[src/rtl/pwm_capture_pkg.sv]
// Shared types and defaults for the PWM period/high-time capture block.
// Optional input synchronizer is enabled by defining PWM_CAPTURE_SYNC_EN.
package pwm_capture_pkg;

   localparam int M_DEFAULT = 10;

   typedef enum logic [1:0] {
      IDLE = 2'd0,
      HIGH = 2'd1,
      LOW  = 2'd2
   } state_t;

endpackage

[src/rtl/pwm_edge_detect.sv]
// Samples pwm_in (optionally through two flops) and produces rise/fall strobes.
// Two-flop synchronizer is present only when PWM_CAPTURE_SYNC_EN is defined.
module pwm_edge_detect
   import pwm_capture_pkg::*;
(
   input  logic clk,
   input  logic rst,
   input  logic pwm_in,
   output logic rise,
   output logic fall
);

   logic s;
   logic s_d;

`ifdef PWM_CAPTURE_SYNC_EN
   localparam int PW = 3;
   logic [1:0] sync_q;

   always_ff @(posedge clk or posedge rst) begin
      if (rst) begin
         sync_q <= 2'b00;
      end else begin
         sync_q <= {sync_q[0], pwm_in};
      end
   end

   assign s = sync_q[1];
`else
   localparam int PW = 1;
   assign s = pwm_in;
`endif

   // Edges are masked until s_d holds a real sample, so a pin that is
   // already high when reset releases cannot fake a rise.
   logic [PW-1:0] prime;

   always_ff @(posedge clk or posedge rst) begin
      if (rst) begin
         s_d   <= 1'b0;
         prime <= '0;
      end else begin
         s_d   <= s;
         prime <= (prime << 1) | PW'(1);
      end
   end

   assign rise = prime[PW-1] &  s & ~s_d;
   assign fall = prime[PW-1] & ~s &  s_d;

endmodule

[src/rtl/pwm_capture.sv]
// PWM decoder: measures period and high time between qualifying rising edges.
// Define PWM_CAPTURE_SYNC_EN to insert a two-flop synchronizer on pwm_in.
module pwm_capture
   import pwm_capture_pkg::*;
#(
   parameter int M = M_DEFAULT
)
(
   input  logic         clk,
   input  logic         rst,
   input  logic         pwm_in,
   output logic [M-1:0] period,
   output logic [M-1:0] high_time,
   output logic         valid,
   output logic         timeout
);

   localparam logic [M-1:0] CNT_MAX = {M{1'b1}};

   logic         rise;
   logic         fall;
   logic         sat;
   state_t       state;
   logic [M-1:0] cnt;
   logic [M-1:0] hcap;

   pwm_edge_detect u_edge (
      .clk    (clk),
      .rst    (rst),
      .pwm_in (pwm_in),
      .rise   (rise),
      .fall   (fall)
   );

   assign sat = (cnt == CNT_MAX);

   always_ff @(posedge clk or posedge rst) begin
      if (rst) begin
         cnt <= '0;
      end else if (rise) begin
         cnt <= '0;
      end else if (!sat) begin
         cnt <= cnt + 1'b1;
      end
   end

   always_ff @(posedge clk or posedge rst) begin
      if (rst) begin
         state     <= IDLE;
         hcap      <= '0;
         period    <= '0;
         high_time <= '0;
         valid     <= 1'b0;
         timeout   <= 1'b0;
      end else begin
         valid <= 1'b0;
         unique case (state)
            IDLE: begin
               if (rise) begin
                  state <= HIGH;
               end
            end
            HIGH: begin
               if (fall) begin
                  hcap  <= cnt + 1'b1;
                  state <= LOW;
               end else if (sat && !rise) begin
                  timeout <= 1'b1;
                  state   <= IDLE;
               end
            end
            LOW: begin
               if (rise) begin
                  period    <= cnt + 1'b1;
                  high_time <= hcap;
                  valid     <= 1'b1;
                  timeout   <= 1'b0;
                  state     <= HIGH;
               end else if (sat && !fall) begin
                  timeout <= 1'b1;
                  state   <= IDLE;
               end
            end
            default: begin
               state <= IDLE;
            end
         endcase
      end
   end

endmodule

[config.mk]
export PLATFORM = sky130hd
export DESIGN_NAME = pwm_capture
export DESIGN_NICKNAME = d
export VERILOG_FILES = /design/src/rtl/pwm_capture_pkg.sv /design/src/rtl/pwm_edge_detect.sv /design/src/rtl/pwm_capture.sv
export SDC_FILE = /design/constraint.sdc
export NUM_CORES = 1
export LEC_CHECK = 0
export ABC_AREA = 1
export BUFFER_PORTS_ARGS = -buffer_cell sky130_fd_sc_hd__buf_2
export CAP_MARGIN = 25
export CORE_AREA = 3 3 71 80
export CTS_CLUSTER_SIZE = 40
export DETAILED_ROUTE_END_ITERATION = 10
export DIE_AREA = 0 0 74 83
export PLACE_DENSITY = 0.61
export SYNTH_ARGS = -nofsm -noshare
export SYNTH_HDL_FRONTEND = slang
export SYNTH_HIERARCHICAL = 1
export SYNTH_SLANG_ARGS = --single-unit
[constraint.sdc]
create_clock -name clk -period 3.5 [get_ports clk]
set_clock_uncertainty 0.05 [all_clocks]
set_input_delay 0.35 -clock clk [delete_from_list [all_inputs] [get_ports clk]]
set_output_delay 0.35 -clock clk [all_outputs]
set_load 0.05 [all_outputs]
==> metrics, run 1 <==
overall global routing resource usage=12.8%; Arrival @ worst endpoint=2.11 ns; number of synthesized flops with an enable pin=0; max-slew violation count=0; Fmax=502 MHz; largest net degree at the start of global routing=between 40 and 50; hold_buf cts=1; Max Cap Violations=0; Final Wtd Congestion=0.752; post-CTS sizing=0; Vias=between 1000 and 1500; RSZ-0062 raised after global routing=false; fin nets=approximately 240; vias per cell=4.64; clock sinks=46; Area contributors post-synth=dfrtp_1, nand2_1, o21ai_1, nand3_1, xnor2_1; worst slew pin tran=0.662 ns; antenna violations before repair=0; initial core utilization=38.7%; number of global-route vias before repair=between 1000 and 1500; Commonest cells post-synth=nand2_1, dfrtp_1, o21ai_1, inv_1, nand3_1; Hold Path Depth=1; most common cell in the netlist=nand2_1; CTS buffer count=5; drt first pass iters=4; # H-tree levels=2; syn nets=about 210; Layout Utilization=around 44%; synthesis-to-finish area growth=14.7%; class of the tightest hold or removal check=primary input to flop; Post-Place Worst Slack=1.36 ns; FILL cells=between 400 and 500; maximum vdd ir drop=0.263 mV; Worst-Skew Late Latency=between 0.2 and 0.3 ns; first-pass GRT wire length=about 6000 microns; Avg Cell Area, Syn=9.37 sq um; Finished Cell Area=between 2000 and 2500 sq um; Fin. Hold Viols=0; setup bufs post-CTS=0; Max clock buf depth=2; I/O pins=25; Synth top area share=59.9%; TNS Setup=0 ns; final hold slack=between 0.1 and 0.15 ns; Cell Area, Synth=1920 sq um; DRC viols=0; critical path data required time=3.62 ns; layout cells sized above 1=20.7%; commonest register cell after synthesis=dfrtp_1; min setup slack post-route=approximately 1.5 ns; Startpoint Class=flop; Die Footprint=6140 sq um; die span in x=74 microns; slew margin rel.=between 50% and 60%; leading area contributor after synthesis=dfrtp_1; worst-path fanout max=30; clock slew at reported path FFs=0.08 ns; CP endpoint kind=flop; Port-buffer cells=24; WL/cell=11.8 microns; Die Y-Extent=83 microns; WS Path Type=flop to flop; power per cell area=770 nW/um^2; run status=complete, no violations; post-synthesis cell count=205; CTS tree=done; min Tclk post-route=around 2.0 ns; Core Rows=27; synth unique cells=21; Post-DP HPWL=2430 microns; part of the Yosys area used for sequential elements=between 50 and 60%; Final Setup Violations=0; GRT overflow=0; core area=4970 sq um; Final period util=56.9%; Initial DRC Count=125; asr flop ratio synth=100%; clk root buf=clkbuf_8; synthesized flop and latch total=46; synth warn=6; Leakage=1.12 nW; Antenna Cells=0; DP Area=roughly 2100 sq um; post-route ant nets=0; Worst R2R Path Depth=6; Post-Route WL=3430 microns
-- critical path, stage by stage, from the launching register on --
cell and delay [ns]:
dfrtp_1 0.38, nor2_1 0.47, inv_2 0.21, nor2_4 0.31, inv_2 0.26, nand2_1 0.11
o21ai_1 0.07
-- where the power goes --
part,internal [mW],switching [mW],total [mW]
Combinational,0.143,0.413,0.556
Clock,0.214,0.168,0.381
Sequential,0.673,0.0860,0.759
Total,1.03,0.667,1.70
-- placed cells by master, fill, tap and decap left out, drive strengths merged --
master,netlist,final
buf,6,25
bufinv,0,1
clkbuf,1,7
clkinv,0,1
conb,1,1
dfrtp,46,46
dlygate4sd3,0,1
ha,1,1
inv,16,15
nand2,70,70
nand3,8,8
nand4,2,2
nor2,12,12
nor3,1,1
o2111ai,1,1
o21ai,32,32
xnor2,4,4
xor2,4,4
-- state kept, by name, indices dropped and copies added, names as in the netlist --
| name | flops |
|---|---|
| cnt | 10 |
| hcap | 10 |
| high_time | 10 |
| period | 10 |
| state | 2 |
| timeout | 1 |
| u_edge/prime | 1 |
| u_edge/s_d | 1 |
| valid | 1 |
-- path summary, 6_finish.rpt --
check                           slack (ns)            to    startpoint
worst max-delay path                  1.51     period[7]    u_edge/s_d
worst min-delay path                  0.14    u_edge/s_d        pwm_in
worst max register to register        1.51     period[7]    u_edge/s_d
worst min register to register        0.42  high_time[5]  high_time[5]
max in group asynchronous             2.33        cnt[2]           rst
min in group asynchronous             0.40    u_edge/s_d           rst
-- per-stage QoR --
| step | total power, mW | instances |
|---|---|---|
| 6_report | 1.70 | 290 |
| 4_1_cts | 1.72 | 290 |
| 3_3_place_gp | 1.32 | 281 |
| 5_1_grt | 1.81 | 290 |
| 2_1_floorplan | 1.20 | 205 |
| 3_5_place_dp | 1.33 | 281 |
-- layout make-up --
class	count	area [sq um]	area share, %
Clock buffer	7	76.3	3.46
Sequential cell	46	1150	52.2
Inverter	16	60.1	2.73
Tap cell	58	72.6	3.29
Timing Repair Buffer	26	138	6.25
Multi-Input combinational cell	136	676	30.7
Clock inverter	1	30.0	1.36
-- logic make-up after synthesis --
logic type / synth area share, %
and+or+nand+nor: 21.9
DFF: 59.9
xor gates and xnor gates: 3.65
AOI/OAI and AO/OA: 8.79
buffers and inverters: 4.89
adders and majority gates: 0.651
other: 0.195
-- routing by layer --
| layer | vias up | track usage [%] | share of wire [%] |
|---|---|---|---|
| li1 | 699 | - | - |
| met1 | 618 | 17.7 | 51 |
| met5 | - | 0 | 0 |
| met3 | 4 | 4.12 | 4.9 |
| met2 | 26 | 18.5 | 43 |
| met4 | 0 | 5.11 | 1.1 |
No activity file was read; power rests on OpenSTA's default activity.
==> run 2, diff against run 1 <==
Clock period 3.5 ns to 2 ns, I/O delays scaled along.
==> metrics, run 2 (same netlist as run 1, synthesis figures left out) <==
GRT overflow=0; WS Path Type=flop to flop; overall global routing resource usage=13.2%; Leakage=1.15 nW; CTS tree=done; Worst Setup SP=cnt[0]; die span in x=74 microns; Port-buffer cells=24; Fmax=628 MHz; Max Cap Violations=0; # H-tree levels=2; core area=4970 sq um; Arrival @ worst endpoint=1.71 ns; clock sinks=46; commonest non-fill, non-tap cell in the layout=nand2_1; synthesis-to-finish area growth=17.3%; Layout Cells excl Fill=between 200 and 300; final hold slack=0.241 ns; critical path data required time=2.12 ns; worst-path fanout max=7; initial core utilization=38.7%; layout cells sized above 1=23.1%; Max clock buf depth=2; WL/cell=~12 microns; most frequent cells in the layout=nand2_1, dfrtp_1, o21ai_1; Die Y-Extent=83 microns; CP endpoint kind=flop; Antenna Cells=0; post-route ant nets=0; cell count after placement=285; max incr delay on CP=0.46 ns; setup bufs post-CTS=0; number of global-route vias before repair=1390; delay-heaviest family, CP=flip-flops; Core Rows=27; largest net degree at the start of global routing=31; first-pass GRT wire length=between 6000 and 7000 microns; Worst-Skew Late Latency=0.30 ns; min Tclk post-route=1.59 ns; Fin. Hold Viols=0; I/O pins=25; maximum vdd ir drop=0.483 mV; Initial DRC Count=69; Layout Utilization=45.4%; worst r2r src=cnt[0]; power per cell area=1290 nW/um^2; FILL cells=just over 500; DRC viols=0; run status=complete, no violations; CP Buf/Inv Count=0; max-slew violation count=0; Die Footprint=~6100 sq um; Final Wtd Congestion=0.807; antenna violations before repair=0; clk root buf=clkbuf_8; class of the tightest hold or removal check=primary input to asynchronous set/reset pin; critical path's slowest cell=dfrtp_1; clock slew at reported path FFs=0.08 ns; Post-DP HPWL=2540 microns; Final Setup Violations=0; TNS Setup=0 ns; crit-path cells=ha_1, nand2_1, nor2_4, nand2_2, xor2_1, o21ai_1; vias per cell=4.63; Final period util=79.6%; fin nets=241; RSZ-0062 raised after global routing=false; Startpoint Class=flop; CTS buffer count=5; Post-Route WL=3600 microns; drt first pass iters=4; Vias=1370
-- run 2: cell types whose count changed in the layout (fill, tap and decap cells not counted), sizes merged --
| cell | before | now |
|---|---|---|
| clkbuf | 7 | 6 |
| dlygate4sd3 | 1 | 2 |
| clkinv | 1 | 2 |
| bufinv | 1 | 0 |
| buf | 25 | 30 |
| clkinvlp | 0 | 1 |
-- run 2: worst register-to-register path, cell delays in order, from the launching register on --
cell and delay (ns):
dfrtp_1 0.46, ha_1 0.22, nand2_1 0.09, nor2_4 0.18, nand2_2 0.10, xor2_1 0.28
o21ai_1 0.09
-- run 2: final cells by class --
class / count / area (sq um) / area share [%]
Multi-Input combinational cell: 136 / 676 / 30.0
Timing Repair Buffer: 32 / 198 / 8.78
Sequential cell: 46 / 1150 / 51.1
Clock inverter: 2 / 12.5 / 0.556
Inverter: 16 / 60.1 / 2.67
Clock buffer: 6 / 82.6 / 3.67
Tap cell: 58 / 72.6 / 3.22
-- run 2: repair_timing --
| action | in CTS | in global routing |
|---|---|---|
| hold buffers | 2 | 0 |
| resized for setup | 0 | 0 |
| endpoints found under the hold margin | 28 | 0 |
-- run 2: where the power goes --
part	internal [mW]	total, mW	switching [mW]
sequential	1.18	1.33	0.152
combinational	0.262	0.985	0.724
clock	0.278	0.582	0.304
total	1.72	2.90	1.18
-- run 2: final timing paths --
path                                endpoint  cells after the start  slack, ns
worst min-delay path            u_edge/prime                      3       0.24
max in group asynchronous       high_time[2]                      5       1.13
worst min register to register  high_time[1]                      2       0.42
worst max register to register     period[8]                      6       0.41
min in group clk                high_time[1]                      2       0.42
worst max-delay path               period[8]                      6       0.41
-- run 2: metrics by stage --
| stage | cell area, sq um | total power [mW] | setup WS, ns |
|---|---|---|---|
| after CTS | 2230 | 2.93 | 0.393 |
| final | 2250 | 2.90 | 0.407 |
| after global placement | 2120 | 2.32 | 0.426 |
| after floorplan | 1920 | 2.10 | 0.586 |
| after detailed placement | 2120 | 2.34 | 0.404 |
| after global routing | 2250 | 3.09 | 0.236 |
-- run 2: layer usage --
layer / up-vias / wire, microns / track usage [%]
li1: 710 / - / -
met1: 630 / 1740 / 16.7
met2: 23 / 1660 / 21.4
met3: 7 / 143 / 3.87
met4: 0 / 59 / 4.45
met5: - / 0 / 0
